File: config.mk
export PLATFORM = sky130hd
export DESIGN_NAME = alarm_timekeeper
export DESIGN_NICKNAME = d
export VERILOG_FILES = /design/src/rtl/alarm_timekeeper.sv
export SDC_FILE = /design/constraint.sdc
export NUM_CORES = 1
export LEC_CHECK = 0
export CAP_MARGIN = 20
export CORE_MARGIN = 5
export CORE_UTILIZATION = 44
export CTS_CLUSTER_SIZE = 25
export DETAILED_ROUTE_END_ITERATION = 8
export PLACE_DENSITY = 0.73
export SLEW_MARGIN = 20
export SYNTH_ARGS = -nofsm -noshare
export SYNTH_HDL_FRONTEND = slang
export SYNTH_SLANG_ARGS = --single-unit
File: constraint.sdc
create_clock -name clk -period 3.65 [get_ports clk]
set_clock_uncertainty 0.1 [all_clocks]
set_input_delay 0.5475 -clock clk [delete_from_list [all_inputs] [get_ports clk]]
set_output_delay 0.5475 -clock clk [all_outputs]
set_load 0.01 [all_outputs]
File: src/rtl/alarm_timekeeper.sv
// -----------------------------------------------------------------------------
// alarm_timekeeper
//   Timekeeping and alarm core. Divides clk down to a 1 Hz tick, keeps a
//   24-hour HH:MM:SS clock in BCD, holds a user alarm time (HH:MM), and rings
//   (alarm_trigger high) when the running clock ticks onto the alarm time.
//
//   Optional feature macro: ALARM_SNOOZE_EN
//     defined     -> SNOOZE state and snooze counter are built, snooze honoured
//     not defined -> no SNOOZE state, snooze input ignored
//
// Ports
//   clk            in   1  system clock, rising edge
//   rst_n          in   1  asynchronous active-low reset
//   set_time       in   1  level: edit current time (wins over set_alarm)
//   set_alarm      in   1  level: edit/show alarm time
//   inc_min        in   1  pulse: +1 minute on field being edited
//   inc_hour       in   1  pulse: +1 hour on field being edited
//   alarm_en       in   1  level: alarm armed
//   alarm_ack      in   1  pulse: stop ringing
//   snooze         in   1  pulse: snooze ringing alarm
//   bcd_out0..5    out  4  digits, 0 = seconds ones .. 5 = hours tens
//   alarm_trigger  out  1  high while ringing (registered)
//   tick_1hz       out  1  one-cycle pulse per second
// -----------------------------------------------------------------------------
module alarm_timekeeper #(
  parameter int CLK_HZ      = 50_000_000,
  parameter int RING_SECS   = 60,
  parameter int SNOOZE_SECS = 300
) (
  input  logic       clk,
  input  logic       rst_n,
  input  logic       set_time,
  input  logic       set_alarm,
  input  logic       inc_min,
  input  logic       inc_hour,
  input  logic       alarm_en,
  input  logic       alarm_ack,
  input  logic       snooze,
  output logic [3:0] bcd_out0,
  output logic [3:0] bcd_out1,
  output logic [3:0] bcd_out2,
  output logic [3:0] bcd_out3,
  output logic [3:0] bcd_out4,
  output logic [3:0] bcd_out5,
  output logic       alarm_trigger,
  output logic       tick_1hz
);

  localparam int PW = (CLK_HZ > 1) ? $clog2(CLK_HZ) : 1;
  localparam int RW = (RING_SECS > 1) ? $clog2(RING_SECS + 1) : 1;
  localparam logic [PW-1:0] PRESC_MAX = PW'(CLK_HZ - 1);
  localparam logic [RW-1:0] RING_LAST = RW'(RING_SECS - 1);

`ifdef ALARM_SNOOZE_EN
  localparam int SW = (SNOOZE_SECS > 1) ? $clog2(SNOOZE_SECS + 1) : 1;
  localparam logic [SW-1:0] SNOOZE_LAST = SW'(SNOOZE_SECS - 1);
  typedef enum logic [1:0] {S_IDLE = 2'd0, S_RINGING = 2'd1, S_SNOOZE = 2'd2} state_t;
`else
  localparam int unused_snooze_secs = SNOOZE_SECS;
  typedef enum logic {S_IDLE = 1'b0, S_RINGING = 1'b1} state_t;
  logic unused_snooze;
  assign unused_snooze = snooze;
`endif

  // Two-digit BCD increment that wraps to 00 after wrap_at (59 or 23).
  function automatic logic [7:0] bcd_inc(input logic [7:0] v, input logic [7:0] wrap_at);
    logic [7:0] r;
    if (v == wrap_at)          r = 8'h00;
    else if (v[3:0] == 4'd9)   r = {v[7:4] + 4'd1, 4'd0};
    else                       r = {v[7:4], v[3:0] + 4'd1};
    return r;
  endfunction

  logic [PW-1:0] presc_reg, presc_next;
  logic [7:0]    sec_reg, sec_next, min_reg, min_next, hr_reg, hr_next;
  logic [7:0]    alm_min_reg, alm_min_next, alm_hr_reg, alm_hr_next;
  logic          tick, match;
  state_t        state_reg, state_next;
  logic [RW-1:0] ring_cnt_reg, ring_cnt_next;
  logic          trigger_reg, trigger_next;
`ifdef ALARM_SNOOZE_EN
  logic [SW-1:0] snooze_cnt_reg, snooze_cnt_next;
`endif

  // Timebase, clock and alarm register updates.
  always_comb begin
    presc_next   = presc_reg;
    sec_next     = sec_reg;
    min_next     = min_reg;
    hr_next      = hr_reg;
    alm_min_next = alm_min_reg;
    alm_hr_next  = alm_hr_reg;
    tick         = 1'b0;
    if (set_time) begin
      // Clock frozen at :00 while editing; minute wrap does not carry.
      presc_next = '0;
      sec_next   = 8'h00;
      if (inc_min)  min_next = bcd_inc(min_reg, 8'h59);
      if (inc_hour) hr_next  = bcd_inc(hr_reg, 8'h23);
    end else begin
      if (presc_reg == PRESC_MAX) begin
        tick       = 1'b1;
        presc_next = '0;
        sec_next   = bcd_inc(sec_reg, 8'h59);
        if (sec_reg == 8'h59) begin
          min_next = bcd_inc(min_reg, 8'h59);
          if (min_reg == 8'h59) hr_next = bcd_inc(hr_reg, 8'h23);
        end
      end else begin
        presc_next = presc_reg + 1'b1;
      end
      if (set_alarm) begin
        if (inc_min)  alm_min_next = bcd_inc(alm_min_reg, 8'h59);
        if (inc_hour) alm_hr_next  = bcd_inc(alm_hr_reg, 8'h23);
      end
    end
  end

  // Only a running tick can land on the alarm; edits and reset never fire it.
  assign match = tick && alarm_en && !set_alarm &&
                 (hr_next == alm_hr_reg) && (min_next == alm_min_reg) &&
                 (sec_next == 8'h00);

  // FSM state register (plus the ring/snooze timers and registered trigger).
  always_ff @(posedge clk or negedge rst_n) begin
    if (!rst_n) begin
      presc_reg      <= '0;
      sec_reg        <= 8'h00;
      min_reg        <= 8'h00;
      hr_reg         <= 8'h00;
      alm_min_reg    <= 8'h00;
      alm_hr_reg     <= 8'h00;
      state_reg      <= S_IDLE;
      ring_cnt_reg   <= '0;
      trigger_reg    <= 1'b0;
`ifdef ALARM_SNOOZE_EN
      snooze_cnt_reg <= '0;
`endif
    end else begin
      presc_reg      <= presc_next;
      sec_reg        <= sec_next;
      min_reg        <= min_next;
      hr_reg         <= hr_next;
      alm_min_reg    <= alm_min_next;
      alm_hr_reg     <= alm_hr_next;
      state_reg      <= state_next;
      ring_cnt_reg   <= ring_cnt_next;
      trigger_reg    <= trigger_next;
`ifdef ALARM_SNOOZE_EN
      snooze_cnt_reg <= snooze_cnt_next;
`endif
    end
  end

  // FSM next-state logic. Ack beats snooze; matches while busy are ignored.
  always_comb begin
    state_next    = state_reg;
    ring_cnt_next = ring_cnt_reg;
`ifdef ALARM_SNOOZE_EN
    snooze_cnt_next = snooze_cnt_reg;
`endif
    case (state_reg)
      S_IDLE: begin
        if (match) begin
          state_next    = S_RINGING;
          ring_cnt_next = '0;
        end
      end
      S_RINGING: begin
        if (alarm_ack || !alarm_en) begin
          state_next = S_IDLE;
`ifdef ALARM_SNOOZE_EN
        end else if (snooze) begin
          state_next      = S_SNOOZE;
          snooze_cnt_next = '0;
`endif
        end else if (tick) begin
          if (ring_cnt_reg == RING_LAST) state_next = S_IDLE;
          else                           ring_cnt_next = ring_cnt_reg + 1'b1;
        end
      end
`ifdef ALARM_SNOOZE_EN
      S_SNOOZE: begin
        if (alarm_ack || !alarm_en) begin
          state_next = S_IDLE;
        end else if (tick) begin
          if (snooze_cnt_reg == SNOOZE_LAST) begin
            state_next    = S_RINGING;
            ring_cnt_next = '0;
          end else begin
            snooze_cnt_next = snooze_cnt_reg + 1'b1;
          end
        end
      end
`endif
      default: state_next = S_IDLE;
    endcase
  end

  // FSM output logic: trigger is decoded from the next state and registered,
  // so it follows the state register exactly.
  always_comb begin
    trigger_next = (state_next == S_RINGING);
  end

  logic show_alarm;
  assign show_alarm    = set_alarm && !set_time;
  assign {bcd_out5, bcd_out4} = show_alarm ? alm_hr_reg  : hr_reg;
  assign {bcd_out3, bcd_out2} = show_alarm ? alm_min_reg : min_reg;
  assign {bcd_out1, bcd_out0} = show_alarm ? 8'h00       : sec_reg;
  assign alarm_trigger = trigger_reg;
  assign tick_1hz      = tick;

endmodule
==> impl_metrics.ini, run 1 <==
[pwr]
p_sw_w = 0.00126
power_frac_clock_pct = 24.5
peakVddDrop_uv = 436
combPwrFrac_pct = 40.3
cellPowerDensity_nw_per_um2 = 535
p_sw_share_pct = 37.5
p_leak_nw = 2.62
p_seq_share_pct = 35.2
internal-power_w = 0.00209

[placed_design]
gp_congestion = 0.887
place_area_um2 = 5800
hpwl_um = 9400
pre_cts_ws_ns = -0.134
io_buffers = 33
dp_cells = 783

[critical_path]
crit_path_frequent_cell = or4_4
startpoint_type = flop
crit_path_max_fanout = 7
path_buf_inv = 2
slowest_stage = or4_4
cp-startpoint = sec_reg[5]
timing.rr.start = sec_reg[5]
worstPathRequired_ns = 3.76
worst_r2r_path_depth = 12
r2r_end = ring_cnt_reg[5]
worstSetupEndpointType = flop
cp_top_family = simple AND/OR/NAND/NOR gates
worst_ep_arrival_time_ns = 3.67
crit_chain = inv_2 > ha_4 > nand3b_1 > or4_4 > or4_4 > o21ai_4 > buf_12 > nor3_1 > a311oi_1 > nand4_2 > nor4b_4 > nor2_1
crit_end = ring_cnt_reg[5]
crit_type = flop to flop
cp.depth = 12
worst-r2r-setup-slack_ns = 0.09
critical-path-max-stage-delay_ns = 0.57

[cells_and_area]
largest_reg_flops = 26
diodes = 0
regArea_um2 = 1830
nNetsFinal = 686
mostFrequentLayoutCells = dfrtp_1, nor2_1, nand2_1, o21ai_0, buf_4
nFillCells = 1058
areaGrowthSynthToFinish_pct = 21.6
final_util_pct = 54.8
fin_cells = 803
stdcell_area_um2 = 6260
multiInputGateArea_um2 = 3300
drive_above_1_share_pct = 14.4
final_common_cell = dfrtp_1

[cts]
cts_tree = built
clock-sinks = 73
clk_pin_slew_worst_paths_ns = 0.05
ctsHoldBuffers = 0
htree_levels = 3
clk_latency_ns = 0.34
cts_root_buf = clkbuf_16
cts_buffer_depth = 2
numCtsBuffers = 9

[yosys]
async_reset_ff_share_pct = 100
synthFlopType = dfrtp_1
synth_edf_count = 0
ys_types = 74
synth_area_per_cell_um2 = 8.53
syn_area_um2 = 5140
ys_ff_latch = 73
syn_inst = 603
yosysSeqAreaShare_pct = 35.5
synth_fp_nets = 634
yosysWarnings = 0

[drt]
avgRoutedWirePerCell_um = 16.2
drtPass1Iterations = 4
drc = 0
drtAntennaViolNets = 0
drt-total-wl_um = 13000
vias_per_cell = 5.83
drtIter0Drc = 352
dr_total_vias = 4684

[floorplanning]
die_y_um = 118
rows = 39
core_area_um2 = 11400
die_area_um2 = 14000
start_util_pct = 45.0
num_io_pins = 35
fp.dieW_um = 118

[flow_run]
max_cap_viol_count = 0

[timing]
setup_ws_ns = 0.0863
holdWs_ns = 0.264
hold_violations = 0
max_freq_mhz = 281
tightest_slew_ns = 0.939
final.min_clock_period_ns = 3.56
finalSetupViolations = 0
post-route-period-util_pct = 97.6
maxSlewViolCount = 0
slew_headroom_pct = 37.4

[global_route]
grt_pass1_vias = 4445
antenna_found_initial = 0
grt_pass1_wl_um = 21900
grt_max_degree = 74
grt_util_all_layers_pct = 18.6
grt.overflow.total = 0

[min_path]
hold_class = input pin to asynchronous set/reset pin

[status]
status = complete, no violations
## what timing repair did
action,4_1_cts,5_1_grt
buffers inserted,0,4
endpoints found under the setup margin,5,7
pin swaps,1,11
gates resized for setup,0,25
## synthesized netlist by cell type (all sizes together) (16+ instances only)
| cell | count | area share, % |
|---|---|---|
| dfrtp | 73 | 36 |
| nor2 | 72 | 5.3 |
| nand2 | 70 | 5.1 |
| o21ai | 47 | 4.8 |
| clkbuf | 26 | 1.9 |
| nand3 | 26 | 2.5 |
| xor2 | 23 | 3.9 |
| ha | 22 | 5.4 |
| a21oi | 17 | 1.7 |
| xnor2 | 17 | 2.9 |
| inv | 16 | 1.2 |
## cell families (layout without fill, tap and decap cells)
kind of cell	count (synthesis)	count (layout)	synth area share, %
adder cells (fa/ha/maj)	22	22	5.35
buffers and inverters	44	101	3.21
XOR/XNOR	40	40	6.81
AO/OA/AOI/OAI	123	123	16.0
flip-flops	73	73	35.5
AND/OR/NAND/NOR	284	284	29.5
multiplexers	17	17	3.65
## routing by layer
metal  up-vias  GRT usage, %  share of wire [%]
met4         0          7.38                2.3
met3        21          3.51                4.8
li1       2277             -                  -
met5         -             0                  0
met1      2273          25.6                 46
met2       113          28.9                 47
## per-stage QoR
| stage | TNS (ns) | total power, W |
|---|---|---|
| 2_1_floorplan | 0 | 0.00197 |
| 3_3_place_gp | -0.245 | 0.00239 |
| 3_5_place_dp | -0.623 | 0.00244 |
| 4_1_cts | 0 | 0.00328 |
| 5_1_grt | -0.0478 | 0.00357 |
| 6_report | 0 | 0.00335 |
## power groups by stage
| stage | Combinational [W] | Clock, W | Sequential (W) |
|---|---|---|---|
| floorplan | 0.000900 | 0 | 0.00107 |
| global placement | 0.00122 | 0 | 0.00116 |
| detailed placement | 0.00127 | 0 | 0.00118 |
| CTS | 0.00128 | 0.000840 | 0.00116 |
| global route | 0.00149 | 0.000872 | 0.00120 |
| finish | 0.00135 | 0.000820 | 0.00118 |
## layout make-up
| cell class | instances | share of cell area (%) |
|---|---|---|
| Clock buffer | 13 | 4.16 |
| Clock inverter | 3 | 0.240 |
| Inverter | 17 | 1.02 |
| Multi-Input combinational cell | 486 | 52.7 |
| Sequential cell | 73 | 29.2 |
| Tap cell | 143 | 2.86 |
| Timing Repair Buffer | 68 | 9.84 |
## worst min-delay path by stage
stage                    end         start  cells after the start
4_1_cts        presc_reg[17]         rst_n                      1
5_1_grt        presc_reg[15]         rst_n                      1
3_3_place_gp    presc_reg[0]  presc_reg[0]                      1
3_5_place_dp    presc_reg[0]  presc_reg[0]                      1
6_report       presc_reg[17]         rst_n                      1
2_1_floorplan  alarm_trigger         rst_n                      0
Note: power is estimated with default switching activity, not from simulation.
==> inputs of run 2 (changes only) <==
CORE_UTILIZATION = 50   (was 44)
PLACE_DENSITY = 0.8   (was 0.73)
==> impl_metrics.ini, run 2 (synthesis results as in run 1) <==
[pwr]
p_sw_w = 0.00122
p_leak_nw = 2.55
internal-power_w = 0.00197
p_seq_share_pct = 36.9
report.power.total_w = 0.00320
cellPowerDensity_nw_per_um2 = 524
peakVddDrop_uv = 442
power_frac_clock_pct = 21.8
combPwrFrac_pct = 41.3
p_sw_share_pct = 38.2

[timing]
slew_headroom_pct = 37.8
post-route-period-util_pct = 96.8
max_freq_mhz = 283
hold_violations = 0
final.min_clock_period_ns = 3.53
tightest_slew_ns = 0.933
maxSlewViolCount = 0
finalSetupViolations = 0
rsz0062_at_grt = yes

[floorplanning]
core_area_um2 = 10200
fp.dieW_um = 111
rows = 37
die_area_um2 = 12400
start_util_pct = 50.5
die_y_um = 111
num_io_pins = 35

[placed_design]
gp_congestion = 0.903
dp_cells = 774
io_buffers = 33
hpwl_um = 9420

[critical_path]
worstPathRequired_ns = 3.85
crit_path_max_fanout = 6
crit_type = flop to flop
timing.rr.start = sec_reg[1]
startpoint_type = flop
worst_r2r_path_depth = 12
r2r_end = alarm_trigger
worst_ep_arrival_time_ns = 3.74
worstSetupEndpointType = flop
worst-r2r-setup-slack_ns = 0.12

[cts]
clk_latency_ns = 0.36
cts_tree = built
cts_root_buf = clkbuf_8
cts_buffer_depth = 2
numCtsBuffers = 9
ctsHoldBuffers = 0
clock-sinks = 73
htree_levels = 3
clk_pin_slew_worst_paths_ns = 0.08

[flow_run]
max_cap_viol_count = 0

[cells_and_area]
final_util_pct = 59.9
diodes = 0
largest_reg_flops = 26
final_common_cell = dfrtp_1
fin_cells = 795
areaGrowthSynthToFinish_pct = 18.6
nFillCells = 869
mostFrequentLayoutCells = dfrtp_1, nor2_1, nand2_1, o21ai_0, buf_4
nNetsFinal = 686
drive_above_1_share_pct = 13.7

[drt]
drtIter0Drc = 325
drc = 0
dr_total_vias = 4706
vias_per_cell = 5.92
avgRoutedWirePerCell_um = 16.8
drtAntennaViolNets = 0
drtPass1Iterations = 5
drt-total-wl_um = 13400

[global_route]
grt_max_degree = 74
grt_pass1_wl_um = 22200
grt_pass1_vias = 4623
antenna_found_initial = 0
grt_util_all_layers_pct = 21.5
grt.overflow.total = 0

[status]
status = complete, no violations

[min_path]
hold_class = input pin to asynchronous set/reset pin
[run 2: cell count changes in the layout (fill, tap and decap cells not counted), moves of 2 or more]
cell / before / now
ha_2: 0 / 2
clkbuf_16: 9 / 0
clkbuf_8: 2 / 10
ha_4: 4 / 2
clkinv_2: 3 / 1
bufinv_16: 0 / 2
[run 2: layout make-up]
cell class                      instances  area (um^2)  share of cell area, %
Multi-Input combinational cell        486         3220                   52.9
Timing Repair Buffer                   68          603                   9.89
Sequential cell                        73         1830                   30.0
Tap cell                              136          170                   2.79
Clock inverter                          3         65.1                   1.07
Clock buffer                           12          145                   2.38
Inverter                               17         63.8                   1.05
[run 2: metal layers]
metal	wire length, um	share of wire [%]	GRT usage [%]
met4	448	3.4	10.2
met3	685	5.1	3.37
met2	6300	47	34.7
met5	0	0	0
met1	5930	44	28.3
[run 2: power by group through the flow]
stage | clock [W] | sequential (W) | combinational [W]
final | 0.000697 | 0.00118 | 0.00132
after global routing | 0.000740 | 0.00121 | 0.00146
after CTS | 0.000706 | 0.00117 | 0.00126
after detailed placement | 0 | 0.00118 | 0.00124
after global placement | 0 | 0.00117 | 0.00120
after floorplan | 0 | 0.00107 | 0.000900
[run 2: worst max path at each step]
stage                from         endpoint  slack [ns]  depth (start not counted)
2_1_floorplan  min_reg[1]  ring_cnt_reg[2]        0.20                         11
3_3_place_gp   sec_reg[1]  ring_cnt_reg[3]        0.09                         11
3_5_place_dp     set_time  ring_cnt_reg[0]       -0.06                         11
4_1_cts        sec_reg[1]  ring_cnt_reg[2]       0.002                         11
5_1_grt        min_reg[4]  ring_cnt_reg[2]       -0.02                         10
6_report       sec_reg[1]    alarm_trigger        0.12                         12
[run 2: stage by stage]
stage | worst slack (ns) | setup TNS [ns] | area [um^2] | hold slack (ns)
floorplan | 0.195 | 0 | 5140 | 0.152
global placement | 0.0871 | 0 | 5770 | 0.411
detailed placement | -0.0629 | -0.124 | 5770 | 0.412
CTS | 0.00223 | 0 | 5980 | 0.270
global route | -0.0174 | -0.0530 | 6100 | 0.313
finish | 0.117 | 0 | 6100 | 0.231
[run 2: worst max-delay path, stage by stage, from the launching register on]
cell      delay, ns
dfrtp_1        0.39
inv_2          0.08
ha_4           0.14
nand3b_4       0.12
or4_4          0.56
or4_4          0.55
o21ai_4        0.23
buf_12         0.14
mux2i_1        0.10
a211oi_2       0.28
nand4_1        0.24
nor4b_4        0.39
or2_1          0.16
[run 2: what timing repair did]
item | 4_1_cts | 5_1_grt
gates resized for setup | 0 | 17
setup endpoints to repair | 5 | 7
pin swaps | 1 | 13
setup buffers | 0 | 6
